File: config.mk
export PLATFORM = sky130hd
export DESIGN_NAME = ber_sync_counter_flat
export DESIGN_NICKNAME = d
export VERILOG_FILES = /design/src/rtl/ber_sync_counter_pkg.sv /design/src/rtl/ber_sync_counter_if.sv /design/src/rtl/ber_sync_counter_delay_line.sv /design/src/rtl/ber_sync_counter.sv /design/src/flat_wrapper.sv
export SDC_FILE = /design/constraint.sdc
export NUM_CORES = 2
export LEC_CHECK = 0
export CAP_MARGIN = 0
export CORE_ASPECT_RATIO = 1.1
export CORE_MARGIN = 5
export CORE_UTILIZATION = 55
export DETAILED_ROUTE_END_ITERATION = 8
export GPL_TIMING_DRIVEN = 0
export PLACE_DENSITY = 0.79
export SYNTH_ARGS = -nofsm -noshare
export SYNTH_HDL_FRONTEND = slang
export SYNTH_SLANG_ARGS = --single-unit
File: constraint.sdc
create_clock -name clk -period 6.5 [get_ports clk]
set_input_delay 1.3 -clock clk [delete_from_list [all_inputs] [get_ports clk]]
set_output_delay 1.3 -clock clk [all_outputs]
set_load 0.005 [all_outputs]
File: src/rtl/ber_sync_counter_pkg.sv
// Shared types and widths for the BER sync counter.
// Holds the PRBS period default, the FSM state encoding and the counter widths.
// Also provides a saturating increment used by the 64-bit accumulators.
package ber_pkg;

  localparam int PRBS_MAX_CYCLES_DEF = 511;
  localparam int ACC_W               = 64;  // error / total accumulators
  localparam int STB_W               = 32;  // accepted-strobe counter
  localparam int WIN_W               = 10;  // per-window error count and window position

  typedef enum logic [1:0] {
    ST_IDLE  = 2'd0,
    ST_SYNC  = 2'd1,
    ST_COUNT = 2'd2
  } state_e;

  // Add one bit to an accumulator, sticking at all-ones instead of wrapping.
  function automatic logic [ACC_W-1:0] sat_inc(input logic [ACC_W-1:0] acc,
                                               input logic             inc);
    if (inc && (acc != '1)) begin
      return acc + ACC_W'(1);
    end
    return acc;
  endfunction

endpackage

File: src/rtl/ber_sync_counter_if.sv
// Symbol-side bundle of the BER sync counter: strobe, run, data bits in; results out.
// master drives the symbol stream and reads results; slave is the counter itself.
// Port names follow the block's external pin names.
interface ber_sync_counter_if
  import ber_pkg::*;
#(
  parameter int NB_LAT = 9
);

  logic              i_run;
  logic              i_strobe;
  logic              i_rx_bit;
  logic              i_ref_bit;
  logic [NB_LAT-1:0] o_lat;
  logic              o_sync_done;
  logic [ACC_W-1:0]  o_accum_err;
  logic [ACC_W-1:0]  o_accum_tot;

  modport master (
    output i_run, i_strobe, i_rx_bit, i_ref_bit,
    input  o_lat, o_sync_done, o_accum_err, o_accum_tot
  );

  modport slave (
    input  i_run, i_strobe, i_rx_bit, i_ref_bit,
    output o_lat, o_sync_done, o_accum_err, o_accum_tot
  );

endinterface

File: src/rtl/ber_sync_counter_delay_line.sv
// Reference-bit delay line with a variable tap read.
// Tap 0 is the live input bit; tap k is the bit from k accepted strobes ago.
// Only TAPS-1 bits are stored since tap 0 never needs a register.
module prbs_ref_delay_line #(
  parameter int TAPS  = 511,
  parameter int IDX_W = $clog2(TAPS)
) (
  input  logic             clk,
  input  logic             rst_n,
  input  logic             shift_en_i,
  input  logic             bit_i,
  input  logic [IDX_W-1:0] idx_i,
  output logic             tap_o
);

  logic [TAPS-2:0] sr_q;
  logic [TAPS-1:0] taps_w;

  // Current view of all taps, newest (live input) at index 0.
  assign taps_w = {sr_q, bit_i};
  assign tap_o  = taps_w[idx_i];

  // Shift one position per accepted strobe; the oldest stored bit drops off.
  always_ff @(posedge clk or negedge rst_n) begin
    if (!rst_n) begin
      sr_q <= '0;
    end else if (shift_en_i) begin
      sr_q <= taps_w[TAPS-2:0];
    end
  end

endmodule

File: src/rtl/ber_sync_counter.sv
// Per-branch BER counter: searches all cyclic PRBS latencies, then counts errors at the best one.
// Outputs are registered; they reflect an accepted strobe on the following cycle.
// No backpressure: i_run low or i_strobe low simply freezes all state.
module ber_sync_counter
  import ber_pkg::*;
#(
  parameter int PRBS_MAX_CYCLES = PRBS_MAX_CYCLES_DEF,
  parameter int START_SYN       = 511 * 690,
  parameter int START_CNT       = START_SYN + 511 * 511,
  parameter int NB_LAT          = $clog2(PRBS_MAX_CYCLES)
) (
  input  logic                clk,
  input  logic                i_reset,
  ber_sync_counter_if.slave   bus
);

  // The search covers PRBS_MAX_CYCLES windows of PRBS_MAX_CYCLES bits each.
  if (START_CNT != START_SYN + PRBS_MAX_CYCLES * PRBS_MAX_CYCLES) begin : g_cfg_check
    $error("START_CNT must equal START_SYN + PRBS_MAX_CYCLES squared");
  end

  state_e             state_q, state_d;
  logic [STB_W-1:0]   stb_cnt_q, stb_cnt_d;
  logic [NB_LAT-1:0]  cand_q, cand_d;
  logic [WIN_W-1:0]   win_cnt_q, win_cnt_d;
  logic [WIN_W-1:0]   win_err_q, win_err_d;
  logic [WIN_W-1:0]   min_err_q, min_err_d;
  logic [NB_LAT-1:0]  lat_q, lat_d;
  logic [ACC_W-1:0]   err_q, err_d;
  logic [ACC_W-1:0]   tot_q, tot_d;

  logic               acc_stb_w;
  logic [NB_LAT-1:0]  tap_idx_w;
  logic               tap_w;
  logic               mis_w;
  logic [WIN_W-1:0]   win_sum_w;

  assign acc_stb_w = bus.i_strobe & bus.i_run;
  // While searching we probe the candidate; once locked we use the chosen latency.
  assign tap_idx_w = (state_q == ST_COUNT) ? lat_q : cand_q;
  assign mis_w     = tap_w ^ bus.i_rx_bit;
  // Window total including the current strobe's compare.
  assign win_sum_w = win_err_q + WIN_W'(mis_w);

  prbs_ref_delay_line #(
    .TAPS  (PRBS_MAX_CYCLES),
    .IDX_W (NB_LAT)
  ) u_delay (
    .clk        (clk),
    .rst_n      (i_reset),
    .shift_en_i (acc_stb_w),
    .bit_i      (bus.i_ref_bit),
    .idx_i      (tap_idx_w),
    .tap_o      (tap_w)
  );

  // FSM state register.
  always_ff @(posedge clk or negedge i_reset) begin
    if (!i_reset) begin
      state_q <= ST_IDLE;
    end else begin
      state_q <= state_d;
    end
  end

  // Next state plus window search, minimum tracking and accumulators; all move only on accepted strobes.
  always_comb begin
    state_d   = state_q;
    stb_cnt_d = stb_cnt_q;
    cand_d    = cand_q;
    win_cnt_d = win_cnt_q;
    win_err_d = win_err_q;
    min_err_d = min_err_q;
    lat_d     = lat_q;
    err_d     = err_q;
    tot_d     = tot_q;
    if (acc_stb_w) begin
      unique case (state_q)
        ST_IDLE: begin
          stb_cnt_d = stb_cnt_q + STB_W'(1);
          if (stb_cnt_d == STB_W'(START_SYN)) begin
            state_d   = ST_SYNC;
            cand_d    = '0;
            win_cnt_d = '0;
            win_err_d = '0;
            min_err_d = '1;
          end
        end
        ST_SYNC: begin
          stb_cnt_d = stb_cnt_q + STB_W'(1);
          if (win_cnt_q == WIN_W'(PRBS_MAX_CYCLES - 1)) begin
            // Window closes: strict less-than keeps the earliest latency on ties.
            if (win_sum_w < min_err_q) begin
              min_err_d = win_sum_w;
              lat_d     = cand_q;
            end
            win_err_d = '0;
            win_cnt_d = '0;
            if (cand_q == NB_LAT'(PRBS_MAX_CYCLES - 1)) begin
              state_d = ST_COUNT;
            end else begin
              cand_d = cand_q + NB_LAT'(1);
            end
          end else begin
            win_err_d = win_sum_w;
            win_cnt_d = win_cnt_q + WIN_W'(1);
          end
        end
        ST_COUNT: begin
          tot_d = sat_inc(tot_q, 1'b1);
          err_d = sat_inc(err_q, mis_w);
        end
        default: state_d = ST_IDLE;
      endcase
    end
  end

  // Datapath registers.
  always_ff @(posedge clk or negedge i_reset) begin
    if (!i_reset) begin
      stb_cnt_q <= '0;
      cand_q    <= '0;
      win_cnt_q <= '0;
      win_err_q <= '0;
      min_err_q <= '1;
      lat_q     <= '0;
      err_q     <= '0;
      tot_q     <= '0;
    end else begin
      stb_cnt_q <= stb_cnt_d;
      cand_q    <= cand_d;
      win_cnt_q <= win_cnt_d;
      win_err_q <= win_err_d;
      min_err_q <= min_err_d;
      lat_q     <= lat_d;
      err_q     <= err_d;
      tot_q     <= tot_d;
    end
  end

  assign bus.o_lat       = lat_q;
  assign bus.o_sync_done = (state_q == ST_COUNT);
  assign bus.o_accum_err = err_q;
  assign bus.o_accum_tot = tot_q;

endmodule

File: src/flat_wrapper.sv
// flat-port wrapper written by rule: the top's interface ports become plain ports
module ber_sync_counter_flat import ber_pkg::*;
#(
  parameter int PRBS_MAX_CYCLES = PRBS_MAX_CYCLES_DEF,
  parameter int START_SYN       = 511 * 690,
  parameter int START_CNT       = START_SYN + 511 * 511,
  parameter int NB_LAT          = $clog2(PRBS_MAX_CYCLES)
)
  (clk, i_reset, bus_i_run, bus_i_strobe, bus_i_rx_bit, bus_i_ref_bit, bus_o_lat, bus_o_sync_done, bus_o_accum_err, bus_o_accum_tot);
  ber_sync_counter_if #(.NB_LAT(NB_LAT)) bus_i ();
  input  logic clk;
  input  logic i_reset;
  input wire logic [$bits(bus_i.i_run)-1:0] bus_i_run;
  input wire logic [$bits(bus_i.i_strobe)-1:0] bus_i_strobe;
  input wire logic [$bits(bus_i.i_rx_bit)-1:0] bus_i_rx_bit;
  input wire logic [$bits(bus_i.i_ref_bit)-1:0] bus_i_ref_bit;
  output wire logic [$bits(bus_i.o_lat)-1:0] bus_o_lat;
  output wire logic [$bits(bus_i.o_sync_done)-1:0] bus_o_sync_done;
  output wire logic [$bits(bus_i.o_accum_err)-1:0] bus_o_accum_err;
  output wire logic [$bits(bus_i.o_accum_tot)-1:0] bus_o_accum_tot;
  assign bus_i.i_run = bus_i_run;
  assign bus_i.i_strobe = bus_i_strobe;
  assign bus_i.i_rx_bit = bus_i_rx_bit;
  assign bus_i.i_ref_bit = bus_i_ref_bit;
  assign bus_o_lat = bus_i.o_lat;
  assign bus_o_sync_done = bus_i.o_sync_done;
  assign bus_o_accum_err = bus_i.o_accum_err;
  assign bus_o_accum_tot = bus_i.o_accum_tot;
  ber_sync_counter #(.PRBS_MAX_CYCLES(PRBS_MAX_CYCLES), .START_SYN(START_SYN), .START_CNT(START_CNT), .NB_LAT(NB_LAT)) u_core (.clk(clk), .i_reset(i_reset), .bus(bus_i));
endmodule
* Yosys cells after proc, flatten, opt, wreduce, memory -nomap -nowiden
Index checks and enable logic that the tools add are counted.
** Operators by class
- Add/subtract/negate cells :: 6
- Order comparisons :: 2
- Eq/ne operators :: 12
- Muxes and demuxes :: 28
- Bitwise gates (word level) :: 3
- Reductions and logical operators :: 12
** Operators with widths (number)
- adder 64 x 1 -> 64 bit (second input constant) :: 2
- two-way mux 64 bit :: 2
- != test 64 bit (second input constant) :: 2
- two-way mux 10 bit :: 6
- case mux 10 bit (2 select lines) :: 3
- two-way mux 9 bit :: 4
- adder 32 x 1 -> 32 bit (second input constant) :: 1
- == test 32 x 19 -> 1 bit (second input constant) :: 1
- case mux 9 bit (2 select lines) :: 1
- AND reduction 5 bit :: 3
- adder 10 x 1 -> 10 bit :: 1
- adder 10 x 1 -> 10 bit (second input constant) :: 1
- == test 10 x 9 -> 1 bit (second input constant) :: 1
- less-than comparator 10 bit :: 1
- less-than comparator 9 x 10 -> 1 bit (second input constant) :: 1
- adder 9 x 1 -> 9 bit (second input constant) :: 1
- binary-select mux 1 bit (select 9 bit) :: 1
- == test 9 bit (second input constant) :: 1
- AND reduction 3 bit :: 3
- != test 2 x 1 -> 1 bit (second input constant) :: 4
- two-way mux 1 bit :: 7
- two-way mux 2 bit :: 3
- case mux 2 bit (3 select lines) :: 1
- AND reduction 4 bit :: 1
- other kinds (11) :: 11
** Word-level totals
- Register bits after elaboration :: 720
- Input port bits :: 6
- Output and inout bits :: 138
- Word-level logic and storage cells :: 73

* Longest topological paths before layout
- Depth in word-level cells :: 10
- Mapped depth :: 31
- Gate-level depth less buffers :: 26

* Modules after synthesis
A second synthesis with hierarchy kept.
** Unflattened totals
- Cells, all modules :: 2474
- Area, all modules :: 33926.3 um^2
** By module, submodules not included
- prbs_ref_delay_line :: times used 1, cells an instance 1431, area each 23163.5 um^2, sequential area each 12762.2 um^2
- ber_sync_counter :: times used 1, cells an instance 1043, area each 10762.8 um^2, sequential area each 5267.6 um^2

* Worst setup path after synthesis
OpenSTA, ideal clock, no wires.
- Path type :: flip-flop to flip-flop
- Start point :: reg u_core.state_q[0]
- End point :: reg u_core.lat_q[0], in the netlist u_core.bus.o_lat[0]
- Setup time :: 0.125 ns
- Data arrival time :: 6.003 ns
- Data required time :: 6.375 ns
- Setup slack :: 0.372 ns
- Stages on the path, launching flop included :: 28
- Path buffers :: 2
- Period minus slack after synthesis :: 6.128 ns
- Cell sequence :: dfrtp_1 > nand2b_2 > inv_2 > mux2_1 > buf_4 > buf_4 > mux4_2 > a211oi_1 > a221oi_1 > a311o_1 > o41ai_4 > nor2_4 > xnor2_2 > inv_1 > ha_1 > ha_1 > ha_1 > a21boi_0 > o21ai_0 > nand2b_1 > a21o_1 > a21o_1 > a21o_1 > a211o_1 > o2111ai_1 > nand3_1 > nor2_1 > mux2_2
** On the way
- Longest elaborated chain between the ends :: 8
- Elaborated cells between the ends (all ways) :: 9
- Classes of those cells :: add/sub: 1; order compare: 1; eq/ne: 2; mux: 3; bitwise: 1; reduce/logical: 1
** Ends and longest elaborated chain
- start, declared :: RTL line ber_sync_counter.sv:22 : state_e state_q, state_d;
- start signal, assigned :: RTL line ber_sync_counter.sv:62 : state_q <= state_d;
- == test 2 bit :: RTL line ber_sync_counter.sv:40 : assign tap_idx_w = (state_q == ST_COUNT) ? lat_q : cand_q;
- two-way mux 9 bit :: RTL line ber_sync_counter.sv:40
- binary-select mux 1 bit (select 9 bit) :: RTL line ber_sync_counter_delay_line.sv:21 : assign tap_o = taps_w[idx_i];
- two-way mux 1 bit (not written as such) :: RTL line ber_sync_counter_delay_line.sv:21
- bitwise XOR 1 bit :: RTL line ber_sync_counter.sv:41 : assign mis_w = tap_w ^ bus.i_rx_bit;
- adder 10 x 1 -> 10 bit :: RTL line ber_sync_counter.sv:43 : assign win_sum_w = win_err_q + WIN_W'(mis_w);
- less-than comparator 10 bit :: RTL line ber_sync_counter.sv:93 : if (win_sum_w < min_err_q) begin
- AND reduction 4 bit (no line) *
- end signal, assigned :: RTL line ber_sync_counter.sv:135 : lat_q <= lat_d;
- end, declared :: RTL line ber_sync_counter.sv:28 : logic [NB_LAT-1:0] lat_q, lat_d;
Mark *: on every way between the ends. The rest lies on a longest branch, timed or not. The select of a mux whose other input is x is not followed.
A chain may end at the register's enable or synchronous reset.

* Worst setup path after layout
- Start point :: reg u_core.state_q[0]
- End point :: reg u_core.lat_q[5], in the netlist u_core.bus.o_lat[5]
The elaborated chain is that of the path after synthesis.

==> results.json <==
{
  "status": "completed",
  "ys_types": 82,
  "synth-edff-count": 0,
  "avgSynthCellArea_sq_um": 8.93,
  "hp-class": "reg2reg",
  "worst-setup-path-type": "reg2reg",
  "clk_pin_slew_ps": 60,
  "port_buffers": 143,
  "ys_seq_elements": 720,
  "post-route-period-util": 0.993,
  "power_density_nw_per_um2": 234,
  "rsz0062_at_grt": "true",
  "syn_area_sq_um": 34400,
  "finalMaxSlewViolations": 0,
  "cts-root-buf": "clkbuf_16",
  "async_flop_share": 1.00,
  "clk_path_buf_depth": 3,
  "cts.sinks": 720,
  "cts_buffers": 75,
  "ir_drop_mv": 0.268,
  "slowest_stage": "nor4b_4",
  "dp_hpwl_mm": 66.6,
  "grt_pass1_vias": 28500,
  "area_growth_pct": 18.2,
  "drive_above_1_share": 0.0960,
  "p_leak_uw": 0.0197,
  "fin_skew_ps": 37.0,
  "fmax_mhz": 155,
  "yosysTopAreaCell": "dfrtp_1",
  "cp-end-kind": "register",
  "cpPeakStageDelay_ps": 500,
  "ant_nets": 0,
  "finalWirelength_mm": 102,
  "cp.required_ps": 7010,
  "tightest_slew_ps": 1130,
  "syn-num-nets": 3881,
  "hold_viol_final": 0,
  "rows": 96,
  "cp.arrival_ps": 6960,
  "grt_max_degree": 126,
  "p_total_uw": 9520,
  "grt_pass1_wl_mm": 159,
  "ios": 144,
  "fin_util": 0.654,
  "die_w_microns": 249,
  "vias": 29500,
  "synthCells": 3856,
  "setup_viol": 0,
  "nNetsFinal": 4149,
  "clock_latency_ps": 630,
  "postSynth.topFlopCell": "dfrtp_1",
  "finalCriticalPeriod_ps": 6450,
  "wl_per_cell_microns": 20.3,
  "cts_tree": "built",
  "antenna_found_initial": 3,
  "place.gp.congestion": 0.948,
  "detail_route.vias_per_cell": 5.89,
  "dieHeight_microns": 272,
  "synth.top_cell.area_share": 0.516,
  "ys_seq_area_frac": 0.523,
  "dr.pass1.iters": 6,
  "maxCapViolCount": 0,
  "drc_errors": 0,
  "path_common_cell": "a21o_1",
  "start_util": 0.554,
  "timing.slew.headroom": 0.239,
  "gr-total-overflow": 0,
  "yosys-top-cells-area": "dfrtp_1 52%, nand2_1 19%, mux4_2 3.9%",
  "die_area_sq_um": 67700,
  "htree_levels": 3,
  "yosysWarnings": 0,
  "drt_iter0_drc": 3654,
  "core-area_sq_um": 62200,
  "grtUsageTotal": 0.293,
  "start_kind": "register",
  "worstPathMaxFanout": 10
}
-- cells by family after synthesis --
kind of cell / after synthesis / share of synthesized area
adders and majority gates: 19 / 0.00690
xor gates and xnor gates: 175 / 0.0447
and+or+nand+nor: 2237 / 0.268
muxes: 137 / 0.0624
AOI/OAI and AO/OA: 294 / 0.0595
DFF: 720 / 0.523
buffers and inverters: 274 / 0.0347
-- cells in the mapped netlist, types with 7 or more instances --
master        n
dfrtp_1     710
a22o_1        8
o21ai_0      73
inv_1        56
xor2_1       77
mux2_2       15
nor2b_1       7
mux4_2       59
nor4_1       11
mux2i_1      59
buf_2        34
a32oi_1      15
xnor2_1      97
nand2_1    1759
nor2_1      128
and3_1       37
o21a_1        7
dfstp_2      10
and2_1       15
a21oi_1      23
o31ai_1      21
and4_1       11
o22ai_1       7
a2bb2oi_1     7
nor3_2       13
nor3_1       40
buf_1        17
ha_1         19
a211oi_1     28
nand4_1      51
nand2b_1     10
a31oi_1      40
buf_6        12
nand3_1     117
clkbuf_1    145
a311oi_1     10
buf_4         9
-- layout by cell type (no fill, tap or decap), types with 9 or more instances in the layout --
cell type        instances
clkbuf_1               151
mux2i_1                 51
xnor2_1                 97
clkbuf_16               78
and3_1                  37
nor2_1                 121
o21ai_0                 70
a21oi_1                 21
nand4_1                 51
buf_1                   15
nand3_1                116
o31ai_1                 15
buf_2                   10
dfrtp_1                708
clkbuf_8                10
clkdlybuf4s50_1        142
nor3_2                  13
and2_1                  15
clkbuf_2                 9
a32oi_1                 13
mux4_2                  59
ha_1                    16
a211oi_1                23
buf_12                  13
inv_1                   55
nand2b_1                10
and4_1                  11
nor3_1                  39
xor2_1                  76
dfstp_2                 10
a311oi_1                10
buf_6                   15
buf_4                   53
nand2_1               1759
mux2_4                  11
nor4_1                  11
a31oi_1                 37
-- critical path, delay by kind of cell (launching register included) --
family                     cells  cell delay, ps
DFF                            1             420
adders and majority gates      3             640
buffers and inverters          6             910
AOI/OAI and AO/OA             10            1890
xor gates and xnor gates       2             410
and+or+nand+nor                6            1290
muxes                          3             740
-- state kept, by name, summed over array words and instances, names as in the netlist --
signal,count
u_core.win_cnt_q,10
u_core.bus.o_accum_err,64
u_core.win_err_q,10
u_core.min_err_q,10
u_core.u_delay.sr_q,510
u_core.stb_cnt_q,32
u_core.state_q,2
u_core.bus.o_accum_tot,64
u_core.cand_q,9
u_core.bus.o_lat,9
-- area by class of cell --
| type | count | area [sq um] |
|---|---|---|
| multi-input cells | 2863 | 15700 |
| inverters | 57 | 221 |
| flip-flops and latches | 720 | 18000 |
| clock inverters | 20 | 305 |
| diodes | 1 | 2.50 |
| fillers | 4797 | 21500 |
| plain buffers | 212 | 1260 |
| clock buffers | 110 | 2160 |
| well taps | 833 | 1040 |
| repair buffers | 195 | 2010 |
-- report_power, final --
group          total, uW  leakage, uW  switching (uW)  internal, uW
logic                433      0.00855             302           131
clock network       4380      0.00119            1820          2550
registers           4710      0.00993             116          4600
-- stage by stage --
step	hold slack, ps	setup WS, ps	std cells	TNS [ps]	area (sq um)
2_1_floorplan	446	372	3856	0	34400
3_3_place_gp	465	-27920	4832	-	36900
3_5_place_dp	472	-1900	4842	-34360	37100
4_1_cts	478	2.27	4982	0	40200
5_1_grt	502	-92.6	5010	-842	40700
6_report	478	48.0	5011	0	40700
-- metal layers --
| metal | vias up | global-route usage | wire length, microns |
|---|---|---|---|
| li1 | 13200 | - | - |
| met5 | - | 0 | 27 |
| met4 | 4 | 0.147 | 5820 |
| met2 | 1529 | 0.465 | 46900 |
| met3 | 387 | 0.0731 | 10500 |
| met1 | 14400 | 0.377 | 38500 |
-- what timing repair did --
| action | CTS | global route |
|---|---|---|
| hold buffers | 0 | 0 |
| pin swaps | 16 | 27 |
| cloned | 1 | 0 |
| buffers inserted | 12 | 30 |
| resized for setup | 121 | 70 |
| setup endpoints to repair | 19 | 19 |
-- final timing paths --
check | start | to | slack, ps | depth (start not counted)
worst max-delay path | u_core.state_q[0] | u_core.bus.o_lat[5] | 50 | 30
worst min register to register | u_core.u_delay.sr_q[229] | u_core.u_delay.sr_q[230] | 480 | 2
max in group asynchronous | i_reset | u_core.u_delay.sr_q[433] | 3830 | 4
worst max register to register | u_core.state_q[0] | u_core.bus.o_lat[5] | 50 | 30
worst min-delay path | u_core.u_delay.sr_q[229] | u_core.u_delay.sr_q[230] | 480 | 2
min in group asynchronous | i_reset | u_core.bus.o_accum_tot[61] | 630 | 1
(Power assumes the default switching activity.)
